File: src/rtl/reg_writeback_pkg.sv
// Shared configuration for the register-file writeback path: default widths, the
// zero-register address, the write-strobe level and the queued result record.
package reg_writeback_pkg;

    localparam int unsigned RegAddrLen = 5;
    localparam int unsigned RegLen = 32;

    localparam logic [RegAddrLen-1:0] RegAddrZero = '0;
    localparam logic WriteEnable = 1'b1;

    typedef struct packed {
        logic [RegAddrLen-1:0] rd;
        logic [RegLen-1:0]     data;
    } wb_result_t;

endpackage

File: src/rtl/wb_fifo.sv
// In-order synchronous FIFO for queued writeback results (synchronous active-low reset).
// full/empty decode only the registered occupancy, so they never depend on this cycle's pop.
module wb_fifo #(
    parameter int unsigned DEPTH = 4,
    parameter int unsigned WIDTH = 37
) (
    input  logic                   clk,
    input  logic                   rst,
    input  logic                   push,
    input  logic [WIDTH-1:0]       push_data,
    input  logic                   pop,
    output logic [WIDTH-1:0]       pop_data,
    output logic                   full,
    output logic                   empty,
    output logic [$clog2(DEPTH):0] count
);

    localparam int unsigned PtrW = $clog2(DEPTH);

    logic [WIDTH-1:0] mem [DEPTH];
    logic [PtrW-1:0]  wr_ptr_q, rd_ptr_q;
    logic [PtrW:0]    cnt_q;
    logic             do_push, do_pop;

    assign full     = (cnt_q == (PtrW + 1)'(DEPTH));
    assign empty    = (cnt_q == '0);
    assign count    = cnt_q;
    assign pop_data = mem[rd_ptr_q];
    assign do_push  = push && !full;
    assign do_pop   = pop && !empty;

    // Pointers wrap naturally because DEPTH is a power of two.
    always_ff @(posedge clk) begin
        if (!rst) begin
            wr_ptr_q <= '0;
            rd_ptr_q <= '0;
            cnt_q    <= '0;
        end else begin
            if (do_push) wr_ptr_q <= wr_ptr_q + 1'b1;
            if (do_pop)  rd_ptr_q <= rd_ptr_q + 1'b1;
            case ({do_push, do_pop})
                2'b10:   cnt_q <= cnt_q + 1'b1;
                2'b01:   cnt_q <= cnt_q - 1'b1;
                default: cnt_q <= cnt_q;
            endcase
        end
    end

    always_ff @(posedge clk) begin
        if (do_push) mem[wr_ptr_q] <= push_data;
    end

endmodule

File: src/rtl/reg_writeback.sv
// Register-file write port producer: arbitrates ALU/load results into a FIFO, drains one per
// cycle, and tracks outstanding writes per register. REG_WRITEBACK_BYPASS_EN skips an empty FIFO.
module reg_writeback
    import reg_writeback_pkg::*;
#(
    parameter int unsigned DEPTH  = 4,
    parameter int unsigned ADDR_W = RegAddrLen,
    parameter int unsigned DATA_W = RegLen,
    parameter int unsigned CNT_W  = 2
) (
    input  logic                   clk,
    input  logic                   rst,
    input  logic                   issue_valid,
    input  logic [ADDR_W-1:0]      issue_rd,
    output logic                   issue_ready,
    input  logic                   alu_valid,
    input  logic [ADDR_W-1:0]      alu_rd,
    input  logic [DATA_W-1:0]      alu_data,
    output logic                   alu_ready,
    input  logic                   ld_valid,
    input  logic [ADDR_W-1:0]      ld_rd,
    input  logic [DATA_W-1:0]      ld_data,
    output logic                   ld_ready,
    input  logic [ADDR_W-1:0]      query_addr1,
    input  logic [ADDR_W-1:0]      query_addr2,
    output logic                   hazard1,
    output logic                   hazard2,
    output logic                   write_enable,
    output logic [ADDR_W-1:0]      write_addr,
    output logic [DATA_W-1:0]      write_data,
    output logic [$clog2(DEPTH):0] fifo_count
);

    localparam int unsigned EntryW  = ADDR_W + DATA_W;
    localparam int unsigned NumRegs = 1 << ADDR_W;
    localparam logic [CNT_W-1:0]  CntMax   = '1;
    localparam logic [ADDR_W-1:0] AddrZero = ADDR_W'(RegAddrZero);

    logic              fifo_full, fifo_empty;
    logic              push, fifo_push, pop, bypass;
    logic [ADDR_W-1:0] push_rd, head_rd, out_rd;
    logic [DATA_W-1:0] push_data, head_data, out_data;
    logic [EntryW-1:0] head_entry;
    logic              out_valid, wr_fire;

    // Load wins arbitration; readies look only at the registered full flag.
    assign ld_ready  = !fifo_full;
    assign alu_ready = !fifo_full && !ld_valid;
    assign push      = (ld_valid && ld_ready) || (alu_valid && alu_ready);
    assign push_rd   = ld_valid ? ld_rd : alu_rd;
    assign push_data = ld_valid ? ld_data : alu_data;
    assign pop       = !fifo_empty;

`ifdef REG_WRITEBACK_BYPASS_EN
    assign bypass = push && fifo_empty;
`else
    assign bypass = 1'b0;
`endif
    assign fifo_push = push && !bypass;

    wb_fifo #(
        .DEPTH(DEPTH),
        .WIDTH(EntryW)
    ) u_fifo (
        .clk      (clk),
        .rst      (rst),
        .push     (fifo_push),
        .push_data({push_rd, push_data}),
        .pop      (pop),
        .pop_data (head_entry),
        .full     (fifo_full),
        .empty    (fifo_empty),
        .count    (fifo_count)
    );

    assign {head_rd, head_data} = head_entry;

    always_comb begin
        out_valid = 1'b0;
        out_rd    = head_rd;
        out_data  = head_data;
        if (bypass) begin
            out_valid = 1'b1;
            out_rd    = push_rd;
            out_data  = push_data;
        end else if (pop) begin
            out_valid = 1'b1;
        end
    end

    // x0 results are consumed silently: no strobe, address/data keep their last value.
    always_ff @(posedge clk) begin
        if (!rst) begin
            write_enable <= !WriteEnable;
            write_addr   <= '0;
            write_data   <= '0;
        end else begin
            write_enable <= !WriteEnable;
            if (out_valid && (out_rd != AddrZero)) begin
                write_enable <= WriteEnable;
                write_addr   <= out_rd;
                write_data   <= out_data;
            end
        end
    end

    assign wr_fire = (write_enable == WriteEnable);

    logic [CNT_W-1:0] cnt_q [NumRegs];
    logic [CNT_W-1:0] cnt_d [NumRegs];
    logic             issue_fire, retire;

    assign issue_ready = (cnt_q[issue_rd] != CntMax) || (issue_rd == AddrZero);
    assign issue_fire  = issue_valid && issue_ready && (issue_rd != AddrZero);
    assign retire      = wr_fire && (write_addr != AddrZero);

    always_comb begin
        for (int r = 0; r < NumRegs; r++) begin
            cnt_d[r] = cnt_q[r];
            if (issue_fire && (issue_rd == ADDR_W'(r))
                    && !(retire && (write_addr == ADDR_W'(r)))) begin
                cnt_d[r] = cnt_q[r] + 1'b1;
            end else if (retire && (write_addr == ADDR_W'(r))
                    && !(issue_fire && (issue_rd == ADDR_W'(r)))
                    && (cnt_q[r] != '0)) begin
                cnt_d[r] = cnt_q[r] - 1'b1;
            end
        end
    end

    always_ff @(posedge clk) begin
        if (!rst) begin
            for (int r = 0; r < NumRegs; r++) cnt_q[r] <= '0;
        end else begin
            cnt_q <= cnt_d;
        end
    end

    // A final write landing this cycle is forwarded by the register file, so it is no hazard.
    assign hazard1 = (query_addr1 != AddrZero) && (cnt_q[query_addr1] != '0)
                     && !(wr_fire && (write_addr == query_addr1)
                          && (cnt_q[query_addr1] == CNT_W'(1)));
    assign hazard2 = (query_addr2 != AddrZero) && (cnt_q[query_addr2] != '0)
                     && !(wr_fire && (write_addr == query_addr2)
                          && (cnt_q[query_addr2] == CNT_W'(1)));

    retire_has_outstanding: assert property (
        @(posedge clk) disable iff (!rst) retire |-> (cnt_q[write_addr] != '0)
    );

endmodule
File: config.mk
export PLATFORM = sky130hd
export DESIGN_NAME = reg_writeback
export DESIGN_NICKNAME = d
export VERILOG_FILES = /design/src/rtl/reg_writeback_pkg.sv /design/src/rtl/wb_fifo.sv /design/src/rtl/reg_writeback.sv
export SDC_FILE = /design/constraint.sdc
export NUM_CORES = 1
export LEC_CHECK = 0
export ABC_AREA = 1
export ABC_CLOCK_PERIOD_IN_PS = 3350
export BUFFER_PORTS_ARGS = -buffer_cell sky130_fd_sc_hd__buf_2
export CORE_UTILIZATION = 45
export CTS_CLUSTER_DIAMETER = 120
export CTS_CLUSTER_SIZE = 20
export DETAILED_ROUTE_END_ITERATION = 7
export SLEW_MARGIN = 25
export SYNTH_ARGS = -nofsm -noshare
export SYNTH_HDL_FRONTEND = slang
export SYNTH_SLANG_ARGS = --single-unit
File: constraint.sdc
create_clock -name clk -period 3.35 [get_ports clk]
set_clock_uncertainty 0.05 [all_clocks]
set_input_delay 0.5025 -clock clk [delete_from_list [all_inputs] [get_ports clk]]
set_output_delay 0.5025 -clock clk [all_outputs]
set_load 0.01 [all_outputs]
# Word level (Yosys, flattened, before mapping)
# Memory sizes are Yosys's and may differ from the RTL's. A register that Yosys moved wholly into a read port is not among the register bits.
# Cells that the tools add are included.
[totals]
word_cells = 587
reg_bits = 109
ramBits = 148
mem_count = 1
[classes]
n_mux = 82
bitwise = 3
magnitude_cmp = 3
eq_ne = 70
n_addsub = 68
reduce_logical = 322
[memory_table]
columns = ["name", "depth", "width", "rd", "rd_clocked_by_memory_dff", "write_ports", "line", "text"]
rows = [
  ["u_fifo.mem", 4, 37, 1, 1, 1, "wb_fifo.sv:20", "logic [WIDTH-1:0] mem [DEPTH];"],
]
[ops]
columns = ["cell", "n"]
rows = [
  ["1-bit logical AND", 176],
  ["5-bit == test (second input constant)", 32],
  ["2-bit two-way mux", 72],
  ["2-bit nonzero test", 67],
  ["5-bit by 4-bit == test with 1-bit output (second input constant)", 16],
  ["1-bit logical NOT", 69],
  ["2-bit by 1-bit adder with 2-bit output (second input constant)", 34],
  ["2-bit by 1-bit subtractor with 2-bit output (second input constant)", 32],
  ["5-bit by 3-bit == test with 1-bit output (second input constant)", 8],
  ["32-bit two-way mux", 1],
  ["2-bit binary-select mux with 5-bit select", 3],
  ["5-bit nonzero test", 5],
  ["5-bit by 2-bit == test with 1-bit output (second input constant)", 4],
  ["6-bit greater-or-equal comparator (second input constant)", 3],
  ["5-bit inverter with 6-bit output", 3],
  ["5-bit by 1-bit == test with 1-bit output (second input constant)", 2],
  ["5-bit == test", 2],
  ["5-bit logical NOT", 2],
  ["2-bit by 1-bit == test with 1-bit output (second input constant)", 3],
  ["3-bit one-hot mux with 2 select lines", 1],
  ["5-bit two-way mux", 1],
  ["1-bit two-way mux", 4],
  ["3-bit by 1-bit adder with 3-bit output (second input constant)", 1],
  ["3-bit == test (second input constant)", 1],
  ["5 further kinds", 6],
]

# Depth between registers and ports, before layout
[depth]
depth_word = 14
ltp_mapped = 19

# By module
# From an unflattened synthesis, not the netlist that was laid out.
[unflattened]
hier_cells = 1914
hier_area_um2 = 13877.1
[by_module_without_submodules]
columns = ["mod", "instances", "cells_per_inst", "seq_area_each_um2", "area_each_um2"]
rows = [
  ["reg_writeback", 1, 1486, 2042.0, 7905.1],
  ["wb_fifo", 1, 428, 4624.4, 5972.0],
]

# Worst setup path before layout
# Ideal clock, no wire load.
[synth_timing]
kind = "reg2reg"
startpoint = "register u_fifo.cnt_q[0] (netlist: u_fifo.count[0])"
endpoint = "memory u_fifo.mem[0][0] (enable)"
setup_ps = 431
setup_slack_ps = 288
required_ps = 2869
synth_period_minus_slack_ps = 3062
stages_incl_launch_ff = 7
path_buffers = 0
arrival_ps = 2581
path_cell_list = "dfxtp_1 nor2_1 nand2_1 inv_1 nor2_1 inv_1 nor2_1"
[synth_via]
elab_chain_cells = 8
elab_cells_between_ends = 9
[synth_rtl]
columns = ["element", "line", "text"]
rows = [
  ["start: declaration", "wb_fifo.sv:22", "logic [PtrW:0] cnt_q;"],
  ["start signal: assignment", "wb_fifo.sv:42", "2'b10: cnt_q <= cnt_q + 1'b1;"],
  ["start signal: assignment", "wb_fifo.sv:43", "2'b01: cnt_q <= cnt_q - 1'b1;"],
  ["start signal: assignment", "wb_fifo.sv:44", "default: cnt_q <= cnt_q;"],
  ["3-bit == test *", "wb_fifo.sv:25", "assign full = (cnt_q == (PtrW + 1)'(DEPTH));"],
  ["1-bit logical NOT *", "reg_writeback.sv:47", "assign ld_ready = !fifo_full;"],
  ["via ld_ready", "reg_writeback.sv:23", "output logic ld_ready,"],
  ["1-bit logical AND", "reg_writeback.sv:48", "assign alu_ready = !fifo_full && !ld_valid;"],
  ["1-bit logical AND", "reg_writeback.sv:49", "assign push = (ld_valid && ld_ready) || (alu_valid && alu_ready);"],
  ["1-bit logical OR", "reg_writeback.sv:49", ""],
  ["1-bit logical AND *", "wb_fifo.sv:29", "assign do_push = push && !full;"],
  ["1-bit two-way mux *", "wb_fifo.sv:50", "if (do_push) mem[wr_ptr_q] <= push_data;"],
  ["1-bit two-way mux (not written as such) *", "wb_fifo.sv:50", ""],
  ["end: declaration", "wb_fifo.sv:20", ""],
]
# The timed path passes the listed nets; every way through them passes the cells marked *.

# Worst setup path after layout
[layout_timing]
startpoint = "input port query_addr1[0]"
endpoint = "output port hazard1"
[layout_via]
elab_chain_cells = 8
elab_cells_between_ends = 13
[layout_rtl]
columns = ["element", "line", "text"]
rows = [
  ["start: declaration", "reg_writeback.sv:24", "input logic [ADDR_W-1:0] query_addr1,"],
  ["5-bit inverter with 6-bit output (not written as such)", "reg_writeback.sv:140, reg_writeback.sv:142", ""],
  ["2-bit binary-select mux with 5-bit select", "reg_writeback.sv:140, reg_writeback.sv:142", ""],
  ["2-bit two-way mux (not written as such) (2 in a row)", "reg_writeback.sv:140, reg_writeback.sv:142", ""],
  ["2-bit by 1-bit == test with 1-bit output", "reg_writeback.sv:142", "&& (cnt_q[query_addr1] == CNT_W'(1)));"],
  ["1-bit logical AND", "reg_writeback.sv:142", ""],
  ["1-bit logical NOT", "reg_writeback.sv:141", "&& !(wr_fire && (write_addr == query_addr1)"],
  ["1-bit logical AND *", "reg_writeback.sv:141", ""],
  ["end: declaration", "reg_writeback.sv:26", "output logic hazard1,"],
]
# Every way passes the cells marked *; elsewhere a longest branch is shown, timed or not. The select of a mux whose other input is x is not followed.

==> results.json <==
{
  "postSynth.asyncResetShare_pct": 0,
  "worst-path-max-fanout": 35,
  "hold_path.class": "primary input to flop",
  "syn_nets": 1829,
  "max_slew_margin_pct": 40.3,
  "fp.dieH_um": 176,
  "clock_latency_ps": 520,
  "chipWidth_um": 176,
  "wl_per_cell_um": 17.7,
  "rsz0062_at_grt": "false",
  "synth_cell_types": 43,
  "cts_tree": "yes",
  "antenna_found_initial": 0,
  "seq_area_frac_synth_pct": 48.8,
  "synth_top_cell_by_area": "edfxtp_1",
  "layout-drive-gt1-share_pct": 14.3,
  "grt.total_usage_pct": 25.6,
  "crit_path_start_kind": "primary input",
  "fin_cells": 2228,
  "die_area_sq_um": 31100,
  "syn_area_per_cell_sq_um": 7.90,
  "start_util_pct": 45.9,
  "vias": 12300,
  "fin_crit_ps": 2890,
  "critPathRequiredTime_ps": 2800,
  "drtIter0Drc": 1143,
  "dp_slack_ps": 508,
  "hold_violations": 0,
  "hold_buffers": 0,
  "final_util_pct": 51.0,
  "num_antenna_cells": 0,
  "overflow": 0,
  "maxCapViolCount": 0,
  "cts_max_level": 1,
  "fin_crit_sh_pct": 86.2,
  "layout_setup_ws_ps": 463,
  "synth_area_sq_um": 13700,
  "ys_dominant_reg_cell": "edfxtp_1",
  "status": "complete, no violations",
  "worst_pin_slew_ps": 893,
  "num_io_pins": 140,
  "hpwl_mm": 27.0,
  "p_per_area_nw_per_um2": 624,
  "ys_warn_count": 0,
  "fmax_ghz": 0.346,
  "design_area_sq_um": 15200,
  "clk_transition_reported_paths_ps": 80,
  "peakVddDrop_uv": 515,
  "maxSlewViolCount": 0,
  "root_buffer": "clkbuf_16",
  "ant_nets": 0,
  "nets": 1927,
  "total_power_mw": 9.47,
  "cp-end-kind": "primary output",
  "grt_pass1_vias": 11400,
  "yosysMostFrequentCell": "nor2_1",
  "grt_max_degree": 43,
  "postCtsSetupBuffers": 0,
  "hp-start": "alu_data[13]",
  "fin_tns_setup_ps": 0,
  "crit_arrival_ps": 2330,
  "portBuffers": 139,
  "yosysTopAreaCellShare_pct": 32.5,
  "grt_pass1_wl_mm": 61.8,
  "clk_path_buf_depth": 3,
  "post_dp_cell_area_sq_um": 14700,
  "drt_wl_total_mm": 39.5,
  "hold_ws_ps": 298,
  "drc": 0,
  "gp_congestion": 0.971,
  "vias_per_cell": 5.50,
  "area_growth_pct": 11.1,
  "p_leak_nw": 5.89,
  "synthTopCellsByCount": "nor2_1, nand2_1, o21ai_0",
  "synthCells": 1730,
  "setup_viol": 0,
  "cts_made_buffers": 17,
  "critPathKind": "primary input to primary output",
  "clock-sinks": 259,
  "rows": 63,
  "startpoint": "query_addr1[0]",
  "place_inst": 2199,
  "core_sq_um": 29800,
  "synth_edf_count": 148,
  "cts_resized": 0,
  "drt-pass1-iter-count": 6,
  "ys_seq_elements": 259,
  "synthTopCellsByArea": "edfxtp_1, dfxtp_1, nor2_1"
}
==> critical path, cell delays in order <==
cell	delay, ps
buf_2	430
inv_1	90
buf_4	250
o21ai_0	170
nand2_1	80
a22o_1	200
a31oi_1	150
nand2_1	70
nand2_1	50
o21ai_0	140
buf_2	180
==> state kept, by name, indices dropped and copies added (netlist names), named ones only <==
register / count
cnt_q: 64
u_fifo.count: 3
u_fifo.mem: 148
u_fifo.rd_ptr_q: 2
u_fifo.wr_ptr_q: 2
write_addr: 5
write_data: 32
write_enable: 1
==> final timing paths <==
check,cells after the start,endpoint,slack (ps)
worst max-delay path,11,hazard1,460
worst min-delay path,2,u_fifo.mem[0][13],300
worst max register to register,10,write_data[18],890
worst min register to register,1,flop,410
==> area by class of cell <==
cell class | count | area (sq um)
clock inverters | 3 | 32.5
multi-input cells | 1238 | 6030
well taps | 390 | 488
repair buffers | 174 | 983
flip-flops and latches | 259 | 6670
inverters | 138 | 520
clock buffers | 26 | 459
fillers | 2879 | 14600
==> metal layers <==
metal | GRT usage, % | vias to the layer above | share of wire [%]
met4 | 10.7 | 0 | 4.0
met3 | 2.82 | 82 | 5.7
met2 | 43.3 | 431 | 48
li1 | - | 6035 | -
met5 | 0 | - | 0
met1 | 33.3 | 5706 | 43
==> layout by cell type (no fill, tap or decap), types with 2 or more instances in the layout <==
| cell type | synthesis | layout |
|---|---|---|
| nand2_2 | 2 | 2 |
| buf_4 | 4 | 33 |
| buf_2 | 15 | 139 |
| nand3_1 | 108 | 108 |
| clkbuf_16 | 0 | 17 |
| nand3_2 | 2 | 2 |
| inv_2 | 6 | 7 |
| nor2_4 | 2 | 6 |
| dfxtp_1 | 111 | 110 |
| o21bai_1 | 9 | 9 |
| clkbuf_1 | 58 | 9 |
| edfxtp_1 | 148 | 148 |
| a32o_1 | 2 | 2 |
| nand2_1 | 277 | 277 |
| nand4_4 | 4 | 4 |
| buf_12 | 1 | 2 |
| o22ai_1 | 36 | 36 |
| mux2_2 | 37 | 37 |
| o21ai_1 | 8 | 8 |
| inv_1 | 127 | 126 |
| xor2_1 | 2 | 2 |
| nor3_1 | 4 | 4 |
| nand4_1 | 26 | 26 |
| ha_1 | 4 | 4 |
| o21ai_0 | 229 | 229 |
| nand4_2 | 7 | 7 |
| a21oi_1 | 112 | 112 |
| a221oi_1 | 3 | 3 |
| clkinv_1 | 4 | 4 |
| a31oi_1 | 3 | 3 |
| nor2_1 | 351 | 347 |
==> cell families (layout without fill, tap and decap cells) <==
kind of cell | Yosys count | in the layout | synth area share [%]
buf+inv | 233 | 341 | 7.39
simple gates | 784 | 784 | 24.3
flops | 259 | 259 | 48.8
mux | 37 | 37 | 3.05
xor+xnor | 3 | 3 | 0.192
fa+ha+maj | 5 | 5 | 0.513
compound gates | 409 | 409 | 15.8
==> report_power, final <==
group          switching, mW  total [mW]  internal, mW
Combinational           2.13        3.08         0.944
Sequential             0.266        4.30          4.04
Clock                   1.12        2.09         0.972
Total                   3.52        9.47          5.96
(Power assumes the default switching activity.)
